$ cat config.mk
export PLATFORM = sky130hd
export DESIGN_NAME = gcd_job_scheduler_flat
export DESIGN_NICKNAME = d
export VERILOG_FILES = /design/src/rtl/gcd_sched_pkg.sv /design/src/rtl/gcd_job_scheduler_if.sv /design/src/rtl/gcd_rr_arbiter.sv /design/src/rtl/gcd_job_scheduler.sv /design/src/flat_wrapper.sv
export SDC_FILE = /design/constraint.sdc
export NUM_CORES = 1
export LEC_CHECK = 0
export CAP_MARGIN = 15
export CORE_ASPECT_RATIO = 1.4
export CORE_UTILIZATION = 30
export DETAILED_ROUTE_END_ITERATION = 10
export PLACE_DENSITY = 0.68
export RECOVER_POWER = 100
export SLEW_MARGIN = 5
export SYNTH_ARGS = -nofsm -noshare
export SYNTH_HDL_FRONTEND = slang
export SYNTH_SLANG_ARGS = --single-unit
$ cat constraint.sdc
create_clock -name clk -period 5.4 [get_ports clk]
set_input_delay 1.08 -clock clk [delete_from_list [all_inputs] [get_ports clk]]
set_output_delay 1.08 -clock clk [all_outputs]
set_load 0.05 [all_outputs]
$ cat src/rtl/gcd_sched_pkg.sv
// ============================================================================
// gcd_sched_pkg : shared state encoding and width helper for the GCD job scheduler
// Revision 1.0
// ============================================================================
`default_nettype none

package gcd_sched_pkg;

   typedef enum logic [2:0] {
      ST_IDLE   = 3'd0,
      ST_LAUNCH = 3'd1,
      ST_RUN    = 3'd2,
      ST_RESP   = 3'd3,
      ST_CLEAR  = 3'd4
   } state_t;

   function automatic int clog2(input int value);
      int r;
      r = 0;
      while ((1 << r) < value) r = r + 1;
      return r;
   endfunction

endpackage

`default_nettype wire

$ cat src/rtl/gcd_job_scheduler_if.sv
// ============================================================================
// gcd_job_scheduler_if : requester-side request/response bundle of the scheduler
// Revision 1.0
// ============================================================================
`default_nettype none

interface gcd_job_scheduler_if #(
   parameter int N = 4,
   parameter int W = 8
);
   logic [N-1:0]   req_valid;
   logic [N-1:0]   req_ready;
   logic [N*W-1:0] req_a;
   logic [N*W-1:0] req_b;
   logic [N-1:0]   resp_valid;
   logic [N-1:0]   resp_ready;
   logic [W-1:0]   resp_data;
   logic           resp_err;

   modport master (
      output req_valid, req_a, req_b, resp_ready,
      input  req_ready, resp_valid, resp_data, resp_err
   );

   modport slave (
      input  req_valid, req_a, req_b, resp_ready,
      output req_ready, resp_valid, resp_data, resp_err
   );
endinterface

`default_nettype wire

$ cat src/rtl/gcd_rr_arbiter.sv
// ============================================================================
// gcd_rr_arbiter : round-robin pick of the first request after the last winner
// Revision 1.0
// ============================================================================
`default_nettype none

module gcd_rr_arbiter #(
   parameter int N   = 4,
   parameter int IDW = 2
) (
   input  logic           clk,
   input  logic           reset,
   input  logic [N-1:0]   req,
   input  logic           en,
   output logic [N-1:0]   grant,
   output logic [IDW-1:0] grant_id
);
   logic [IDW-1:0] ptr;
   logic           found;
   int             idx;

   // Search starts one past the last winner so the last winner is seen last.
   always_comb begin
      grant    = '0;
      grant_id = '0;
      found    = 1'b0;
      idx      = 0;
      for (int k = 1; k <= N; k++) begin
         idx = int'(ptr) + k;
         if (idx >= N) idx = idx - N;
         if (!found && req[idx]) begin
            found       = 1'b1;
            grant[idx]  = 1'b1;
            grant_id    = IDW'(idx);
         end
      end
   end

   always_ff @(posedge clk or posedge reset) begin
      if (reset)
         ptr <= IDW'(N - 1);
      else if (en && found)
         ptr <= grant_id;
   end

endmodule

`default_nettype wire

$ cat src/rtl/gcd_job_scheduler.sv
// ============================================================================
// gcd_job_scheduler : shares one GCD unit between N requesters, one job at a time
// Revision 1.0
// ============================================================================
`default_nettype none

module gcd_job_scheduler
   import gcd_sched_pkg::*;
#(
   parameter int N       = 4,
   parameter int W       = 8,
   parameter int TIMEOUT = 1023
) (
   input  logic                clk,
   input  logic                reset,
   gcd_job_scheduler_if.slave  bus,
   output logic                gcd_start,
   output logic                gcd_reset,
   output logic [W-1:0]        gcd_a,
   output logic [W-1:0]        gcd_b,
   input  logic [W-1:0]        gcd_result,
   input  logic                gcd_result_rdy,
   output logic                busy
);
   localparam int IDW = (clog2(N) < 1) ? 1 : clog2(N);
   localparam int CW  = clog2(TIMEOUT + 1);
   localparam logic [CW-1:0] COUNT_LAST = CW'(TIMEOUT - 1);
   localparam logic [CW-1:0] COUNT_MAX  = {CW{1'b1}};

   state_t         state;
   state_t         state_next;
   logic [IDW-1:0] id;
   logic [IDW-1:0] grant_id;
   logic [N-1:0]   grant;
   logic [CW-1:0]  count;
   logic [W-1:0]   resp_data_q;
   logic           resp_err_q;
   logic           accept;
   logic           timed_out;

   assign accept    = (state == ST_IDLE) && (|bus.req_valid);
   assign timed_out = (count == COUNT_LAST);

   gcd_rr_arbiter #(.N(N), .IDW(IDW)) u_arb (
      .clk      (clk),
      .reset    (reset),
      .req      (bus.req_valid),
      .en       (accept),
      .grant    (grant),
      .grant_id (grant_id)
   );

   always_ff @(posedge clk or posedge reset) begin
      if (reset) state <= ST_IDLE;
      else       state <= state_next;
   end

   always_comb begin
      state_next     = state;
      gcd_start      = 1'b0;
      gcd_reset      = reset;
      busy           = (state != ST_IDLE);
      bus.req_ready  = '0;
      bus.resp_valid = '0;
      case (state)
         ST_IDLE: begin
            // Gate with reset so no accept pulse leaks out while flops are held.
            if (!reset) bus.req_ready = grant;
            if (accept) state_next = ST_LAUNCH;
         end
         ST_LAUNCH: begin
            gcd_start  = 1'b1;
            state_next = ST_RUN;
         end
         ST_RUN: begin
            if (gcd_result_rdy || timed_out) state_next = ST_RESP;
         end
         ST_RESP: begin
            bus.resp_valid = {{(N-1){1'b0}}, 1'b1} << id;
            if (bus.resp_ready[id]) state_next = ST_CLEAR;
         end
         ST_CLEAR: begin
            gcd_reset  = 1'b1;
            state_next = ST_IDLE;
         end
         default: state_next = ST_IDLE;
      endcase
   end

   always_ff @(posedge clk or posedge reset) begin
      if (reset) begin
         id          <= '0;
         gcd_a       <= '0;
         gcd_b       <= '0;
         count       <= '0;
         resp_data_q <= '0;
         resp_err_q  <= 1'b0;
      end else begin
         case (state)
            ST_IDLE: begin
               if (accept) begin
                  id    <= grant_id;
                  gcd_a <= bus.req_a[int'(grant_id)*W +: W];
                  gcd_b <= bus.req_b[int'(grant_id)*W +: W];
               end
            end
            ST_LAUNCH: count <= '0;
            ST_RUN: begin
               if (gcd_result_rdy) begin
                  resp_data_q <= gcd_result;
                  resp_err_q  <= 1'b0;
               end else begin
                  if (count != COUNT_MAX) count <= count + 1'b1;
                  if (timed_out) begin
                     resp_data_q <= '0;
                     resp_err_q  <= 1'b1;
                  end
               end
            end
            default: ;
         endcase
      end
   end

   assign bus.resp_data = resp_data_q;
   assign bus.resp_err  = resp_err_q;

endmodule

`default_nettype wire

$ cat src/flat_wrapper.sv
// flat-port wrapper written by rule: the top's interface ports become plain ports
module gcd_job_scheduler_flat import gcd_sched_pkg::*;
#(
   parameter int N       = 4,
   parameter int W       = 8,
   parameter int TIMEOUT = 1023
)
  (clk, reset, gcd_start, gcd_reset, gcd_a, gcd_b, gcd_result, gcd_result_rdy, busy, bus_req_valid, bus_req_a, bus_req_b, bus_resp_ready, bus_req_ready, bus_resp_valid, bus_resp_data, bus_resp_err);
  gcd_job_scheduler_if #(.N(N), .W(W)) bus_i ();
  input  logic clk;
  input  logic reset;
  output logic gcd_start;
  output logic gcd_reset;
  output logic [W-1:0] gcd_a;
  output logic [W-1:0] gcd_b;
  input  logic [W-1:0] gcd_result;
  input  logic gcd_result_rdy;
  output logic busy;
  input wire logic [$bits(bus_i.req_valid)-1:0] bus_req_valid;
  input wire logic [$bits(bus_i.req_a)-1:0] bus_req_a;
  input wire logic [$bits(bus_i.req_b)-1:0] bus_req_b;
  input wire logic [$bits(bus_i.resp_ready)-1:0] bus_resp_ready;
  output wire logic [$bits(bus_i.req_ready)-1:0] bus_req_ready;
  output wire logic [$bits(bus_i.resp_valid)-1:0] bus_resp_valid;
  output wire logic [$bits(bus_i.resp_data)-1:0] bus_resp_data;
  output wire logic [$bits(bus_i.resp_err)-1:0] bus_resp_err;
  assign bus_i.req_valid = bus_req_valid;
  assign bus_i.req_a = bus_req_a;
  assign bus_i.req_b = bus_req_b;
  assign bus_i.resp_ready = bus_resp_ready;
  assign bus_req_ready = bus_i.req_ready;
  assign bus_resp_valid = bus_i.resp_valid;
  assign bus_resp_data = bus_i.resp_data;
  assign bus_resp_err = bus_i.resp_err;
  gcd_job_scheduler #(.N(N), .W(W), .TIMEOUT(TIMEOUT)) u_core (.clk(clk), .reset(reset), .bus(bus_i), .gcd_start(gcd_start), .gcd_reset(gcd_reset), .gcd_a(gcd_a), .gcd_b(gcd_b), .gcd_result(gcd_result), .gcd_result_rdy(gcd_result_rdy), .busy(busy));
endmodule
==> metrics.cfg, run 1 <==
[global_routing]
grt_pass1_wl_mm = 13.12
grt_max_degree = 44
overflow = 0
grt_usage = 0.1588
grt_pass1_vias = 2770
antenna_found_initial = 0

[clock_tree]
cts_buffer_depth = 2
clockRootBuffer = clkbuf_16
cts_tree = yes
cts_setup_buffers = 0
clk_latency_ns = 0.28
holdBufCountCts = 0
cts_inserted_buffers = 5
cts_sinks = 42
cts_max_level = 2
cts_resized = 0
clkTransAtPathRegs_ns = 0.06

[route]
post-route-drc-count = 0
drt_iter0_markers = 127
ant_nets = 0
routed_wl_mm = 7.882
drt_pass1_iterations = 4
vias = 2677
wl_per_cell_um = 15.10
viasPerCell = 5.128

[timing]
fin_worst_skew_ns = 0.008363
slew_headroom = 0.2809
setup_viol_count_final = 0
hold_viol = 0
finalSetupTns_ns = 0
period_minus_slack_ns = 5.198
final-max-slew-violation-count = 0
fmax_mhz = 192.4
rsz0062_at_grt = no
fin_crit_sh = 0.9626
worst_pin_slew_ns = 1.079

[placement]
hpwl_mm = 5.998
gp_congestion = 0.8065
numPortBuffers = 118

[worst_hold_path]
worstHoldStart = u_core.gcd_a[4]$_DFFE_PP0P_
hold_path_class = reg2reg

[pwr]
seq_power_share = 0.244
clockPowerShare = 0.121
combPwrFrac = 0.635
peakVddDrop_mv = 0.2732
p_per_area_nw_per_um2 = 549.2
switchingPower_mw = 1.152
cell_internal_pwr_mw = 1.174
leakagePower_nw = 1.876
total_power_mw = 2.326
switching_share = 0.4953

[floorplanning]
io_pins = 119
coreArea_sq_um = 9459
die_x_um = 85.51
die_y_um = 118.9
start_util = 0.3097
die-area_sq_um = 10170
placementRows = 42

[run_status]
status = finished, final reports clean

[worst_setup_path]
cp_cell_sequence = dlygate4sd3_1 > mux2i_1 > mux2i_1 > a211oi_1 > a22o_1 > mux2i_1 > a21oi_1 > dlygate4sd3_1
crit_buf_inv = 2
cp_slowest_cell = dlygate4sd3_1
regToRegSetupSlack_ns = 2.33
cp_slowest_stage_delay_ns = 0.88
worstPathMaxFanout = 13
required_ns = 4.32
regToRegStartpoint = u_core.u_arb.ptr[0]$_DFFE_PP1P_
start_kind = input pin
cpMostUsedCell = mux2i_1
crit_family = buffers and inverters
worstSetupEndpointType = output pin
critical_path_class = in2out
crit_path_start = bus_req_valid[1]
crit_arrival_ns = 4.12

[logic_synthesis]
synth_cell_types = 51
syn_nets = 394
synthArstFlopShare = 1.000
ys_warn_count = 0
avgSynthCellArea_sq_um = 9.731
synthFlopType = dfrtp_1
syn_inst = 301
synth-edff-count = 0
ys_ff_latch = 42
synth_area_sq_um = 2929
seq_area_frac_synth = 0.3597

[finish]
layout_common_cells = clkdlybuf4s50_1, mux2i_1, nand2_1
utilization = 0.4478
multiInputGateArea_sq_um = 1674
area_delta_synth_final_pct = 44.60
fillers = 936
layout-drive-gt1-share = 0.05340
ff_latch_area_sq_um = 1054
layout_commonest_cell = clkdlybuf4s50_1
n_antenna_cell = 0
fin_nets = 505

[run]
drv_cap = 0

==> worst register-to-register path: cells and delay by family (launching register included) <==
kind	cells	cell delay, ns
DFF	1	0.74
adders and majority gates	1	0.57
buffers and inverters	2	0.61
AOI/OAI and AO/OA	4	0.58
and+or+nand+nor	1	0.11
muxes	1	0.29
==> area by class of cell <==
cell class	count	area share
clock buffers	6	0.03043
clock inverters	1	0.001773
inverters	9	0.007976
multi-input cells	233	0.3953
flip-flops and latches	42	0.2487
well taps	110	0.03250
repair buffers	121	0.2833
==> sequential cells by signal, indices dropped and copies added, names as in the netlist <==
name,count
u_core.count,10
u_core.bus.resp_data,8
u_core.gcd_a,8
u_core.gcd_b,8
u_core.state,3
u_core.id,2
u_core.u_arb.ptr,2
u_core.bus.resp_err,1
==> Yosys cell counts (all sizes together), types with 2 or more instances <==
cell | count | area share
clkbuf | 6 | 0.0077
xnor2 | 6 | 0.018
a211oi | 2 | 0.0051
nor2 | 20 | 0.026
nand2 | 41 | 0.053
or3 | 4 | 0.0085
nor3 | 9 | 0.015
and2 | 2 | 0.0043
and3 | 3 | 0.0064
a21oi | 13 | 0.026
nor3b | 5 | 0.013
mux2 | 2 | 0.0077
nand2b | 4 | 0.0085
dfstp | 2 | 0.018
ha | 10 | 0.043
o221ai | 16 | 0.073
a31oi | 5 | 0.013
inv | 9 | 0.012
buf | 11 | 0.030
o31ai | 2 | 0.0051
or3b | 2 | 0.0060
o21bai | 2 | 0.0064
a22o | 12 | 0.036
nand3 | 3 | 0.0051
mux2i | 42 | 0.14
o21ai | 12 | 0.021
dfrtp | 40 | 0.34
and3b | 2 | 0.0060
==> power groups by stage <==
stage	clock network, mW	logic (mW)	registers, mW
final	0.282	1.48	0.567
after global routing	0.304	1.59	0.589
after CTS	0.292	1.58	0.571
after detailed placement	0	1.58	0.570
after global placement	0	1.55	0.568
after floorplan	0	0.913	0.825
==> final timing paths <==
| path | end | cells past startpoint |
|---|---|---|
| max | bus_req_ready[2] | 8 |
| min | u_core.gcd_a[4]$_DFFE_PP0P_ | 2 |
| max reg2reg | u_core.gcd_b[1]$_DFFE_PP0P_ | 9 |
| min reg2reg | u_core.gcd_a[4]$_DFFE_PP0P_ | 2 |
| max in group asynchronous | u_core.u_arb.ptr[0]$_DFFE_PP1P_ | 3 |
| min in group asynchronous | u_core.state[0]$_DFFE_PP0P_ | 3 |
==> per-stage QoR <==
stage	std cells	area (sq um)	hold slack [ns]	setup WS, ns
after floorplan	301	2929	0.5172	1.249
after global placement	515	4159	0.4733	0.4563
after detailed placement	515	4159	0.4719	0.3311
after CTS	522	4295	0.4876	0.3382
after global routing	522	4235	0.5123	0.06526
final	522	4235	0.4830	0.2017
==> kinds of logic (layout without fill, tap and decap cells) <==
family,after synthesis,after routing,share of synthesized area
DFF,42,42,0.3597
buffers and inverters,26,137,0.04955
AOI/OAI and AO/OA,69,69,0.1991
xor gates and xnor gates,7,7,0.02093
and+or+nand+nor,102,102,0.1692
muxes,45,45,0.1589
adders and majority gates,10,10,0.04272
==> layer usage <==
layer	vias to the layer above	global-route usage	part of all wire
li1	1317	-	-
met1	1275	0.1868	0.41
met2	81	0.2890	0.53
met3	4	0.02841	0.046
met4	0	0.04792	0.012
met5	-	0	0
Power figures use the tool's default switching activity.
==> run 2: changes to the inputs <==
==> constraint.sdc (replaced) <==
create_clock -name clk -period 5.7 [get_ports clk]
set_input_delay 1.14 -clock clk [delete_from_list [all_inputs] [get_ports clk]]
set_output_delay 1.14 -clock clk [all_outputs]
set_load 0.05 [all_outputs]
==> metrics.cfg, run 2 (synthesis results as in run 1) <==
[run_status]
status = finished, final reports clean

[finish]
fin_nets = 504  ; -0.20%
finalNonFillerCells = 521  ; -0.19%
largest_reg_flops = 10  ; unchanged
fillers = 909  ; -2.9%
utilization = 0.4553  ; +0.007540
n_antenna_cell = 0  ; unchanged
regMostFlops = u_core.count
layout_common_cells = clkdlybuf4s50_1, mux2i_1, nand2_1
layout_commonest_cell = clkdlybuf4s50_1
area_delta_synth_final_pct = 47.03
layout-drive-gt1-share = 0.07543  ; +0.02203

[floorplanning]
die_x_um = 85.51  ; unchanged
start_util = 0.3097  ; unchanged
io_pins = 119  ; unchanged
die_y_um = 118.9  ; unchanged
die-area_sq_um = 10170  ; unchanged
coreArea_sq_um = 9459  ; unchanged
placementRows = 42  ; unchanged

[worst_setup_path]
worstSetupEndpointType = output pin
reg2reg_depth = 9  ; unchanged
required_ns = 4.56  ; +0.24 ns
worstPathMaxFanout = 13  ; unchanged
critical_path_class = in2out
crit_arrival_ns = 4.14  ; +0.02 ns
start_kind = input pin

[timing]
final-max-slew-violation-count = 0  ; unchanged
fin_worst_skew_ns = 0.007772  ; -0.0005911 ns
period_minus_slack_ns = 5.284
hold_viol = 0  ; unchanged
whs_ns = 0.4827  ; -0.0003170 ns
slew_headroom = 0.1152  ; -0.1658
rsz0062_at_grt = no
fmax_mhz = 189.3
worst_pin_slew_ns = 1.327  ; +0.2487 ns
fin_crit_sh = 0.9270
finalSetupTns_ns = 0  ; unchanged
setup_viol_count_final = 0  ; unchanged

[route]
ant_nets = 0  ; unchanged
vias = 2677  ; unchanged
drt_pass1_iterations = 4  ; unchanged
wl_per_cell_um = 15.41  ; +2.1%
drt_iter0_markers = 76  ; -40%
routed_wl_mm = 8.029  ; +1.9%
viasPerCell = 5.138  ; +0.19%
post-route-drc-count = 0  ; unchanged

[global_routing]
grt_pass1_wl_mm = 13.39  ; +2.1%
grt_max_degree = 44  ; unchanged
grt_pass1_vias = 2823  ; +1.9%
overflow = 0  ; unchanged
grt_usage = 0.1639  ; +0.005094
antenna_found_initial = 0  ; unchanged

[pwr]
peakVddDrop_mv = 0.2326  ; -15%
total_power_mw = 2.297  ; -1.2%
p_per_area_nw_per_um2 = 533.4  ; -2.9%
leakagePower_nw = 1.903  ; +1.4%

[run]
drv_cap = 0  ; unchanged

[clock_tree]
clk_latency_ns = 0.28  ; about the same
cts_resized = 0  ; unchanged
cts_sinks = 42  ; unchanged
cts_max_level = 2  ; unchanged
cts_buffer_depth = 2  ; unchanged
clkTransAtPathRegs_ns = 0.06  ; about the same
cts_tree = yes
cts_inserted_buffers = 5  ; unchanged
clockRootBuffer = clkbuf_16
cts_setup_buffers = 0  ; unchanged
holdBufCountCts = 0  ; unchanged

[placement]
numPortBuffers = 118  ; unchanged
gp_congestion = 0.8119  ; +0.67%
hpwl_mm = 6.204  ; +3.4%
numPlacedInstances = 514  ; -0.19%

[worst_hold_path]
hold_path_class = reg2reg
hold_path_depth = 2  ; unchanged

-- run 2: cell type report --
type                            count  area [sq um]  share of cell area
Tap cell                          110         137.6             0.03196
Clock inverter                      1         30.03            0.006973
Inverter                            9         33.78            0.007844
Sequential cell                    42          1054              0.2446
Clock buffer                        6         138.9             0.03225
Timing Repair Buffer              120          1194              0.2772
Multi-Input combinational cell    233          1719              0.3992
-- run 2: report_power, final --
part / switching [mW] / internal (mW)
clock network: 0.108 / 0.216
registers: 0.117 / 0.421
logic: 0.889 / 0.546
total: 1.11 / 1.18
-- run 2: layer usage --
| metal | wire length [um] | vias up | GRT usage |
|---|---|---|---|
| met4 | 153 | 0 | 0.06354 |
| met5 | 0 | - | 0 |
| met3 | 441 | 10 | 0.02633 |
| li1 | - | 1318 | - |
| met2 | 4242 | 96 | 0.3005 |
| met1 | 3191 | 1253 | 0.1868 |
-- run 2: through the flow --
| stage | instance area (sq um) | worst slack (ns) |
|---|---|---|
| after floorplan | 2929 | 1.429 |
| after global placement | 4151 | 0.6398 |
| after detailed placement | 4151 | 0.4923 |
| after CTS | 4320 | 0.4903 |
| after global routing | 4307 | 0.1989 |
| final | 4307 | 0.4163 |
-- run 2: path summary, 6_finish.rpt --
path,startpoint,endpoint,slack [ns]
worst max register to register,u_core.u_arb.ptr[0]$_DFFE_PP1P_,u_core.gcd_a[3]$_DFFE_PP0P_,1.46
max in group asynchronous,reset,u_core.u_arb.ptr[0]$_DFFE_PP1P_,3.78
worst min-delay path,u_core.gcd_a[1]$_DFFE_PP0P_,u_core.gcd_a[1]$_DFFE_PP0P_,0.48
min in group asynchronous,reset,u_core.id[1]$_DFFE_PP0P_,1.54
worst min register to register,u_core.gcd_a[1]$_DFFE_PP0P_,u_core.gcd_a[1]$_DFFE_PP0P_,0.48
worst max-delay path,bus_req_valid[1],bus_req_ready[2],0.42
-- run 2: critical path, cell delays in order --
cell and delay, ns:
clkdlybuf4s50_1 0.61, mux2i_1 0.35, mux2i_1 0.23, a211oi_1 0.48, a22o_1 0.21, mux2i_1 0.07
a21oi_1 0.17, dlygate4sd3_1 0.89
